**config.mk**
```make
export PLATFORM = sky130hd
export DESIGN_NAME = axi_arbiter_2x1
export DESIGN_NICKNAME = d
export VERILOG_FILES = /design/src/rtl/axi_arbiter_2x1.sv
export SDC_FILE = /design/constraint.sdc
export NUM_CORES = 1
export LEC_CHECK = 0
export CORE_AREA = 4 4 213 215
export DETAILED_ROUTE_END_ITERATION = 10
export DIE_AREA = 0 0 217 219
export PLACE_DENSITY_LB_ADDON = 0.25
export SLEW_MARGIN = 25
export SYNTH_ARGS = -nofsm -noshare
export SYNTH_HDL_FRONTEND = slang
export SYNTH_SLANG_ARGS = --single-unit
export TNS_END_PERCENT = 10
```
**constraint.sdc**
```tcl
create_clock -name clk -period 3.2 [get_ports clk]
set_input_delay 0.32 -clock clk [delete_from_list [all_inputs] [get_ports clk]]
set_output_delay 0.32 -clock clk [all_outputs]
set_load 0.02 [all_outputs]
```
**src/rtl/axi_arbiter_2x1.sv**
```systemverilog
// axi_arbiter_2x1: two AXI requesters onto one downstream port; read and write paths arbitrate independently.
// Define AXI_ARB_ROUND_ROBIN_EN for round-robin arbitration; otherwise m1 has fixed priority over m0.
module axi_arbiter_2x1 #(
    parameter int AW      = 32,
    parameter int DW      = 32,
    parameter int LOCKW   = 2,
    parameter int AXILENW = 4
) (
    input  logic               clk,
    input  logic               rst,
    input  logic               m0_axi_arvalid,
    output logic               m0_axi_arready,
    input  logic [AW-1:0]      m0_axi_araddr,
    input  logic [3:0]         m0_axi_arcache,
    input  logic [2:0]         m0_axi_arprot,
    input  logic [LOCKW-1:0]   m0_axi_arlock,
    input  logic [1:0]         m0_axi_arburst,
    input  logic [AXILENW-1:0] m0_axi_arlen,
    input  logic [2:0]         m0_axi_arsize,
    input  logic               m0_axi_awvalid,
    output logic               m0_axi_awready,
    input  logic [AW-1:0]      m0_axi_awaddr,
    input  logic [3:0]         m0_axi_awcache,
    input  logic [2:0]         m0_axi_awprot,
    input  logic [LOCKW-1:0]   m0_axi_awlock,
    input  logic [1:0]         m0_axi_awburst,
    input  logic [AXILENW-1:0] m0_axi_awlen,
    input  logic [2:0]         m0_axi_awsize,
    input  logic               m0_axi_wvalid,
    output logic               m0_axi_wready,
    input  logic [DW-1:0]      m0_axi_wdata,
    input  logic [DW/8-1:0]    m0_axi_wstrb,
    input  logic               m0_axi_wlast,
    output logic               m0_axi_rvalid,
    input  logic               m0_axi_rready,
    output logic [DW-1:0]      m0_axi_rdata,
    output logic [1:0]         m0_axi_rresp,
    output logic               m0_axi_rlast,
    output logic               m0_axi_bvalid,
    input  logic               m0_axi_bready,
    output logic [1:0]         m0_axi_bresp,
    input  logic               m1_axi_arvalid,
    output logic               m1_axi_arready,
    input  logic [AW-1:0]      m1_axi_araddr,
    input  logic [3:0]         m1_axi_arcache,
    input  logic [2:0]         m1_axi_arprot,
    input  logic [LOCKW-1:0]   m1_axi_arlock,
    input  logic [1:0]         m1_axi_arburst,
    input  logic [AXILENW-1:0] m1_axi_arlen,
    input  logic [2:0]         m1_axi_arsize,
    input  logic               m1_axi_awvalid,
    output logic               m1_axi_awready,
    input  logic [AW-1:0]      m1_axi_awaddr,
    input  logic [3:0]         m1_axi_awcache,
    input  logic [2:0]         m1_axi_awprot,
    input  logic [LOCKW-1:0]   m1_axi_awlock,
    input  logic [1:0]         m1_axi_awburst,
    input  logic [AXILENW-1:0] m1_axi_awlen,
    input  logic [2:0]         m1_axi_awsize,
    input  logic               m1_axi_wvalid,
    output logic               m1_axi_wready,
    input  logic [DW-1:0]      m1_axi_wdata,
    input  logic [DW/8-1:0]    m1_axi_wstrb,
    input  logic               m1_axi_wlast,
    output logic               m1_axi_rvalid,
    input  logic               m1_axi_rready,
    output logic [DW-1:0]      m1_axi_rdata,
    output logic [1:0]         m1_axi_rresp,
    output logic               m1_axi_rlast,
    output logic               m1_axi_bvalid,
    input  logic               m1_axi_bready,
    output logic [1:0]         m1_axi_bresp,
    output logic               o_axi_arvalid,
    input  logic               o_axi_arready,
    output logic [AW-1:0]      o_axi_araddr,
    output logic [3:0]         o_axi_arcache,
    output logic [2:0]         o_axi_arprot,
    output logic [LOCKW-1:0]   o_axi_arlock,
    output logic [1:0]         o_axi_arburst,
    output logic [AXILENW-1:0] o_axi_arlen,
    output logic [2:0]         o_axi_arsize,
    output logic               o_axi_awvalid,
    input  logic               o_axi_awready,
    output logic [AW-1:0]      o_axi_awaddr,
    output logic [3:0]         o_axi_awcache,
    output logic [2:0]         o_axi_awprot,
    output logic [LOCKW-1:0]   o_axi_awlock,
    output logic [1:0]         o_axi_awburst,
    output logic [AXILENW-1:0] o_axi_awlen,
    output logic [2:0]         o_axi_awsize,
    output logic               o_axi_wvalid,
    input  logic               o_axi_wready,
    output logic [DW-1:0]      o_axi_wdata,
    output logic [DW/8-1:0]    o_axi_wstrb,
    output logic               o_axi_wlast,
    input  logic               o_axi_rvalid,
    output logic               o_axi_rready,
    input  logic [DW-1:0]      o_axi_rdata,
    input  logic [1:0]         o_axi_rresp,
    input  logic               o_axi_rlast,
    input  logic               o_axi_bvalid,
    output logic               o_axi_bready,
    input  logic [1:0]         o_axi_bresp
);
    localparam logic [1:0] R_IDLE = 2'd0, R_ADDR = 2'd1, R_DATA = 2'd2;
    localparam logic [1:0] W_IDLE = 2'd0, W_BUSY = 2'd1, W_RESP = 2'd2;

    logic [1:0] r_state_q, r_state_d, w_state_q, w_state_d;
    logic       rgnt_q, rgnt_d, wgnt_q, wgnt_d;
    logic       aw_done_q, aw_done_d, w_done_q, w_done_d;
    logic       r_req, w_req, r_pick, w_pick;
    logic       r_addr, r_data, w_busy, w_resp;
    logic       ar_fire, r_end, aw_fire, w_end, b_fire;

    assign r_req  = m0_axi_arvalid || m1_axi_arvalid;
    assign w_req  = m0_axi_awvalid || m1_axi_awvalid;
    assign r_addr = r_state_q == R_ADDR;
    assign r_data = r_state_q == R_DATA;
    assign w_busy = w_state_q == W_BUSY;
    assign w_resp = w_state_q == W_RESP;

`ifdef AXI_ARB_ROUND_ROBIN_EN
    // Pointers hold the last winner; on contention the other requester wins.
    logic rptr_q, wptr_q;
    assign r_pick = (m0_axi_arvalid && m1_axi_arvalid) ? !rptr_q : m1_axi_arvalid;
    assign w_pick = (m0_axi_awvalid && m1_axi_awvalid) ? !wptr_q : m1_axi_awvalid;
    always_ff @(posedge clk or negedge rst) begin
        if (!rst) begin
            rptr_q <= 1'b1;
            wptr_q <= 1'b1;
        end else begin
            if (r_state_q == R_IDLE && r_req) rptr_q <= r_pick;
            if (w_state_q == W_IDLE && w_req) wptr_q <= w_pick;
        end
    end
`else
    assign r_pick = m1_axi_arvalid;
    assign w_pick = m1_axi_awvalid;
`endif

    assign o_axi_arvalid  = r_addr && (rgnt_q ? m1_axi_arvalid : m0_axi_arvalid);
    assign o_axi_araddr   = rgnt_q ? m1_axi_araddr  : m0_axi_araddr;
    assign o_axi_arcache  = rgnt_q ? m1_axi_arcache : m0_axi_arcache;
    assign o_axi_arprot   = rgnt_q ? m1_axi_arprot  : m0_axi_arprot;
    assign o_axi_arlock   = rgnt_q ? m1_axi_arlock  : m0_axi_arlock;
    assign o_axi_arburst  = rgnt_q ? m1_axi_arburst : m0_axi_arburst;
    assign o_axi_arlen    = rgnt_q ? m1_axi_arlen   : m0_axi_arlen;
    assign o_axi_arsize   = rgnt_q ? m1_axi_arsize  : m0_axi_arsize;
    assign m0_axi_arready = r_addr && !rgnt_q && o_axi_arready;
    assign m1_axi_arready = r_addr &&  rgnt_q && o_axi_arready;
    assign o_axi_rready   = r_data && (rgnt_q ? m1_axi_rready : m0_axi_rready);
    assign m0_axi_rvalid  = r_data && !rgnt_q && o_axi_rvalid;
    assign m1_axi_rvalid  = r_data &&  rgnt_q && o_axi_rvalid;
    assign m0_axi_rdata   = o_axi_rdata;
    assign m1_axi_rdata   = o_axi_rdata;
    assign m0_axi_rresp   = o_axi_rresp;
    assign m1_axi_rresp   = o_axi_rresp;
    assign m0_axi_rlast   = o_axi_rlast;
    assign m1_axi_rlast   = o_axi_rlast;

    // AW and W each close independently; a finished channel is masked until the response.
    assign o_axi_awvalid  = w_busy && !aw_done_q && (wgnt_q ? m1_axi_awvalid : m0_axi_awvalid);
    assign o_axi_awaddr   = wgnt_q ? m1_axi_awaddr  : m0_axi_awaddr;
    assign o_axi_awcache  = wgnt_q ? m1_axi_awcache : m0_axi_awcache;
    assign o_axi_awprot   = wgnt_q ? m1_axi_awprot  : m0_axi_awprot;
    assign o_axi_awlock   = wgnt_q ? m1_axi_awlock  : m0_axi_awlock;
    assign o_axi_awburst  = wgnt_q ? m1_axi_awburst : m0_axi_awburst;
    assign o_axi_awlen    = wgnt_q ? m1_axi_awlen   : m0_axi_awlen;
    assign o_axi_awsize   = wgnt_q ? m1_axi_awsize  : m0_axi_awsize;
    assign m0_axi_awready = w_busy && !aw_done_q && !wgnt_q && o_axi_awready;
    assign m1_axi_awready = w_busy && !aw_done_q &&  wgnt_q && o_axi_awready;
    assign o_axi_wvalid   = w_busy && !w_done_q && (wgnt_q ? m1_axi_wvalid : m0_axi_wvalid);
    assign o_axi_wdata    = wgnt_q ? m1_axi_wdata : m0_axi_wdata;
    assign o_axi_wstrb    = wgnt_q ? m1_axi_wstrb : m0_axi_wstrb;
    assign o_axi_wlast    = wgnt_q ? m1_axi_wlast : m0_axi_wlast;
    assign m0_axi_wready  = w_busy && !w_done_q && !wgnt_q && o_axi_wready;
    assign m1_axi_wready  = w_busy && !w_done_q &&  wgnt_q && o_axi_wready;
    assign o_axi_bready   = w_resp && (wgnt_q ? m1_axi_bready : m0_axi_bready);
    assign m0_axi_bvalid  = w_resp && !wgnt_q && o_axi_bvalid;
    assign m1_axi_bvalid  = w_resp &&  wgnt_q && o_axi_bvalid;
    assign m0_axi_bresp   = o_axi_bresp;
    assign m1_axi_bresp   = o_axi_bresp;

    assign ar_fire = o_axi_arvalid && o_axi_arready;
    assign r_end   = o_axi_rvalid && o_axi_rready && o_axi_rlast;
    assign aw_fire = o_axi_awvalid && o_axi_awready;
    assign w_end   = o_axi_wvalid && o_axi_wready && o_axi_wlast;
    assign b_fire  = o_axi_bvalid && o_axi_bready;

    always_comb begin
        r_state_d = r_state_q;
        rgnt_d    = rgnt_q;
        if (r_state_q == R_IDLE && r_req) begin
            r_state_d = R_ADDR;
            rgnt_d    = r_pick;
        end else if (ar_fire) begin
            r_state_d = R_DATA;
        end else if (r_end) begin
            r_state_d = R_IDLE;
        end
    end

    always_comb begin
        w_state_d = w_state_q;
        wgnt_d    = wgnt_q;
        aw_done_d = aw_done_q || aw_fire;
        w_done_d  = w_done_q || w_end;
        if (w_state_q == W_IDLE && w_req) begin
            w_state_d = W_BUSY;
            wgnt_d    = w_pick;
        end else if (w_busy && aw_done_d && w_done_d) begin
            w_state_d = W_RESP;
        end else if (b_fire) begin
            w_state_d = W_IDLE;
            aw_done_d = 1'b0;
            w_done_d  = 1'b0;
        end
    end

    always_ff @(posedge clk or negedge rst) begin
        if (!rst) begin
            r_state_q <= R_IDLE;
            w_state_q <= W_IDLE;
            rgnt_q    <= 1'b0;
            wgnt_q    <= 1'b0;
            aw_done_q <= 1'b0;
            w_done_q  <= 1'b0;
        end else begin
            r_state_q <= r_state_d;
            w_state_q <= w_state_d;
            rgnt_q    <= rgnt_d;
            wgnt_q    <= wgnt_d;
            aw_done_q <= aw_done_d;
            w_done_q  <= w_done_d;
        end
    end
endmodule
```
Word-level counts from Yosys, hierarchy flattened
Index checks and enable logic that the tools add are counted.

Equality and inequality tests: 4. Muxes and demuxes: 34. Reduce and logical (&&, ||, !) cells: 50.

Operators by type and width (count): $mux 32 (3); $logic_and 1x1->1 (38); $mux 2 (10); $mux 4 (5); $mux 1 (12); $mux 3 (4); $reduce_bool 3->1 (2); $eq 2x1->1 const B (2); $eq 2x2->1 const B (2); $logic_not 1->1 (4); $logic_not 2->1 (2); $logic_or 1x1->1 (4).

Register bits after elaboration: 8. Bits of input ports: 328. Output and inout port bits: 226.

Longest topological paths before layout
Depth in word-level cells: 9. Gate-level depth with buffers: 4. Depth with buffers taken out: 3.

Worst setup path after synthesis
No wires, ideal clock.

Path kind: reg-to-output. Start point: reg wgnt_q. End point: out m0_axi_wready. Arrival: 1598 ps. Data required time: 2880 ps. Setup slack: 1282 ps. Stages on the path, launching flop included: 5. Path buffers: 3. Cells stage by stage: dfrtp_1 > buf_6 > buf_2 > buf_4 > nor4b_1.

Cells in the longest elaborated chain, start to end: 3.

Ends and longest elaborated chain: start, declared (line 109) `logic rgnt_q, rgnt_d, wgnt_q, wgnt_d;`; start signal, assigned (line 232) `wgnt_q <= wgnt_d;`; $logic_not 1->1 (line 176) `assign m0_axi_wready = w_busy && !w_done_q && !wgnt_q && o_axi_wready;`; $logic_and 1x1->1 (2 in a row) (line 176); end, declared (line 30) `output logic m0_axi_wready,`.

No other way between the ends.

Worst setup path in the final report
Start point: reg rgnt_q. End point: out o_axi_araddr[17].

Cells in the longest elaborated chain, start to end: 1.

Ends and longest elaborated chain: start, declared (line 109); start signal, assigned (line 231) `rgnt_q <= rgnt_d;`; $mux 32 (line 142) `assign o_axi_araddr = rgnt_q ? m1_axi_araddr : m0_axi_araddr;`; end, declared (line 75) `output logic [AW-1:0] o_axi_araddr,`.

No other way between the ends.

==> metrics.txt <==
# TYPE chip_impl_metric gauge
chip_impl_metric{name="maxCapViolCount",unit=""} 0
chip_impl_metric{name="core_area",unit="um2"} 43740
chip_impl_metric{name="first_global_vias",unit=""} 3758
chip_impl_metric{name="dr_total_vias",unit=""} 3511
chip_impl_info{name="rsz_0062_raised_after_global_routing",value="no"} 1
chip_impl_metric{name="slew-limit-headroom",unit=""} 0.3830
chip_impl_metric{name="die_y",unit="um"} 219
chip_impl_metric{name="synth_fp_nets",unit=""} 618
chip_impl_info{name="synth_top_family_by_area",value="multiplexers"} 1
chip_impl_metric{name="routed_wl",unit="um"} 19760
chip_impl_metric{name="syn_area",unit="um2"} 2773
chip_impl_info{name="cts_root_buf",value="clkbuf_16"} 1
chip_impl_metric{name="cpPeakStageDelay",unit="ns"} 0.95
chip_impl_info{name="synth_top_area_cell",value="mux2_2"} 1
chip_impl_metric{name="synthesis.area_per_instance",unit="um2"} 9.561
chip_impl_metric{name="global_route.overflow_total",unit=""} 0
chip_impl_metric{name="hold_violations",unit=""} 0
chip_impl_metric{name="place.port_buffers",unit=""} 445
chip_impl_metric{name="fmax",unit="MHz"} 363.1
chip_impl_metric{name="cp_data_required_time",unit="ns"} 2.88
chip_impl_metric{name="synth_simple_gate_area_share",unit=""} 0.06543
chip_impl_metric{name="num-nets-final",unit=""} 980
chip_impl_metric{name="routabilityCongestion",unit=""} 0.7295
chip_impl_metric{name="route.detailed.vias_per_inst",unit=""} 2.827
chip_impl_metric{name="worst_pin_slew",unit="ns"} 0.9255
chip_impl_metric{name="post_synth_mux_area_share",unit=""} 0.5781
chip_impl_info{name="cts_tree",value="yes"} 1
chip_impl_metric{name="cts-root-to-sink-buffers",unit=""} 2
chip_impl_info{name="post_synth_main_area_contributors",value="mux2_2, buf_4, dfrtp_1"} 1
chip_impl_metric{name="placement_rows",unit=""} 77
chip_impl_metric{name="initial_utilization",unit=""} 0.06339
chip_impl_info{name="post_synth_most_frequent_cells",value="mux2_2, buf_4, buf_2, nor2_1, dfrtp_1"} 1
chip_impl_metric{name="yosysSeqAreaShare",unit=""} 0.07220
chip_impl_metric{name="detail_route.wl_per_cell",unit="um"} 15.91
chip_impl_metric{name="timing.final.setup_violations",unit=""} 0
chip_impl_metric{name="cts_repair_resize_count",unit=""} 0
chip_impl_metric{name="number_of_buffers_inserted_during_clock_tree_synthesis",unit=""} 3
chip_impl_metric{name="drcViolationCount",unit=""} 0
chip_impl_info{name="slowest_cp_cell",value="dfrtp_2"} 1
chip_impl_metric{name="post-cts-setup-buffer-count",unit=""} 0
chip_impl_metric{name="ctsHtreeMaxLevel",unit=""} 1
chip_impl_metric{name="power.density",unit="nW/um2"} 568.9
chip_impl_metric{name="synth.yosys.warnings",unit=""} 0
chip_impl_metric{name="grt_first_pass_wirelength",unit="um"} 26110
chip_impl_metric{name="critPathArrivalTime",unit="ns"} 2.43
chip_impl_metric{name="io_pins",unit=""} 554
chip_impl_metric{name="drive_gt1_frac",unit=""} 0.2292
chip_impl_metric{name="cellLeakagePower",unit="nW"} 2.566
chip_impl_metric{name="global_route.usage.total",unit=""} 0.07397
chip_impl_metric{name="post_synth_xor_area_fraction",unit=""} 0
chip_impl_metric{name="antennaDiodeCount",unit=""} 0
chip_impl_info{name="timing.hold.worst.class",value="input pin to asynchronous set/reset pin"} 1
chip_impl_metric{name="postSynthCellCount",unit=""} 290
chip_impl_metric{name="worstPathBufferInverterCount",unit=""} 2
chip_impl_info{name="crit_family",value="flip-flops"} 1
chip_impl_metric{name="final_antenna_net_count",unit=""} 0
chip_impl_metric{name="setup_total_neg_slack",unit="ns"} 0
chip_impl_metric{name="skew",unit="ns"} 0.007522
chip_impl_metric{name="netlist-cell-type-count",unit=""} 30
chip_impl_metric{name="antenna_found_initial",unit=""} 1
chip_impl_info{name="yosys_most_used_dff",value="dfrtp_1"} 1
chip_impl_metric{name="synth_edf_count",unit=""} 0
chip_impl_metric{name="detailedPlace.worstSlack",unit="ns"} 0.6707
chip_impl_metric{name="areaGrowthSynthToFinish",unit="%"} 167.6
chip_impl_metric{name="synth_compound_gate_area_share",unit=""} 0.04152
chip_impl_metric{name="vdd_ir_drop_max",unit="V"} 0.0001678
chip_impl_metric{name="count_of_state_elements_after_synthesis",unit=""} 8
chip_impl_metric{name="grt_start_max_net_pins",unit=""} 45
chip_impl_metric{name="holdBufCountCts",unit=""} 0
chip_impl_metric{name="hpwl_after_detailed_placement",unit="um"} 17740
chip_impl_metric{name="layout_min_cycle_time",unit="ns"} 2.754
chip_impl_metric{name="timing.final.max_slew_violations",unit=""} 0
chip_impl_metric{name="drt-initial-drc-count",unit=""} 39
chip_impl_info{name="cp-end-kind",value="primary output"} 1
chip_impl_metric{name="drt_pass1_iterations",unit=""} 4
chip_impl_info{name="yosys.cell_count.top_type",value="mux2_2"} 1
chip_impl_metric{name="die-area",unit="um2"} 47520
chip_impl_metric{name="worstSkewPairLatency",unit="ns"} 0.24
chip_impl_info{name="startpoint_type",value="register"} 1
chip_impl_metric{name="cts.reportedPaths.clkPinSlew",unit="ns"} 0.04
chip_impl_metric{name="post_synth_fa_ha_maj_area_fraction",unit=""} 0
chip_impl_metric{name="synth_top_area_share",unit=""} 0.5564
chip_impl_metric{name="fin_crit_sh",unit=""} 0.8607
chip_impl_info{name="timing.setup.critical_path_class",value="register to primary output"} 1
chip_impl_info{name="run_status",value="completed"} 1
chip_impl_metric{name="chipWidth",unit="um"} 217
chip_impl_metric{name="cts_num_sinks",unit=""} 8
chip_impl_metric{name="layout_setup_ws",unit="ns"} 0.4456
chip_impl_info{name="crit_chain",value="buf_4, mux2_2, clkdlybuf4s50_1"} 1
chip_impl_metric{name="crit_path_max_fanout",unit=""} 40
chip_impl_metric{name="ys_async_sr_fraction",unit=""} 1.000
[path summary, 6_finish.rpt]
path | start | endpoint | slack, ns | cells after the start
max | rgnt_q | o_axi_araddr[17] | 0.45 | 3
min | rst | r_state_q[0] | 0.39 | 1
max reg2reg | wgnt_q | w_done_q | 1.06 | 4
min reg2reg | aw_done_q | aw_done_q | 0.61 | 2
max in group asynchronous | rst | wgnt_q | 2.46 | 1
min in group clk | aw_done_q | aw_done_q | 0.61 | 2
[placed cells by master (no fill, tap or decap), drive strengths merged, types with 3 or more instances in the layout]
cell	instances
clkdlybuf4s50	445
nor3b	4
buf	4
dfrtp	8
nor2	10
mux2	139
nand2	6
clkbuf	3
o21ai	3
mux2i	3
[report_power, final]
| part | switching (mW) | internal [mW] |
|---|---|---|
| clock network | 0.0527 | 0.162 |
| logic | 1.56 | 2.04 |
| registers | 0.259 | 0.153 |
| total | 1.87 | 2.35 |
[routing by layer]
layer,track usage,up-vias,share of wire
met5,0,-,0.00066
met3,0.02368,18,0.080
li1,-,1690,-
met2,0.1314,187,0.52
met4,0.01336,2,0.012
met1,0.08837,1614,0.39
[cells by family after synthesis]
kind of cell           count (synthesis)
AO/OA/AOI/OAI                         15
buffers and inverters                 93
flip-flops                             8
multiplexers                         142
AND/OR/NAND/NOR                       32
[worst register-to-register path, delay by kind of cell, from the launching register on]
family	cells	cell delay, ns
mux	1	0.37
flops	1	0.72
compound gates	2	0.53
buf+inv	1	0.40
[cell type report]
| cell class | instances | area (um2) |
|---|---|---|
| Sequential cell | 8 | 205.2 |
| Inverter | 1 | 3.754 |
| Multi-Input combinational cell | 189 | 1899 |
| Tap cell | 592 | 740.7 |
| Clock buffer | 3 | 75.07 |
| Timing Repair Buffer | 449 | 4497 |
| Fill cell | 4949 | 36320 |
[metrics by stage]
| step | total power, mW | std cells | cell area, um2 | hold WS (ns) | utilization |
|---|---|---|---|---|---|
| after floorplan | 2.469 | 290 | 2773 | 0.02441 | - |
| after global placement | 4.096 | 1239 | 7346 | 0.5702 | 0.1679 |
| after detailed placement | 4.071 | 1239 | 7346 | 0.5741 | 0.1679 |
| after CTS | 4.320 | 1242 | 7421 | 0.4091 | 0.1697 |
| after global routing | 4.478 | 1242 | 7421 | 0.4423 | 0.1697 |
| final | 4.222 | 1242 | 7421 | 0.3941 | 0.1697 |
[state kept, by name (all words and copies together) (netlist names)]
register	flops
aw_done_q	1
r_state_q	2
rgnt_q	1
w_done_q	1
w_state_q	2
wgnt_q	1
No activity file was read; power rests on OpenSTA's default activity.
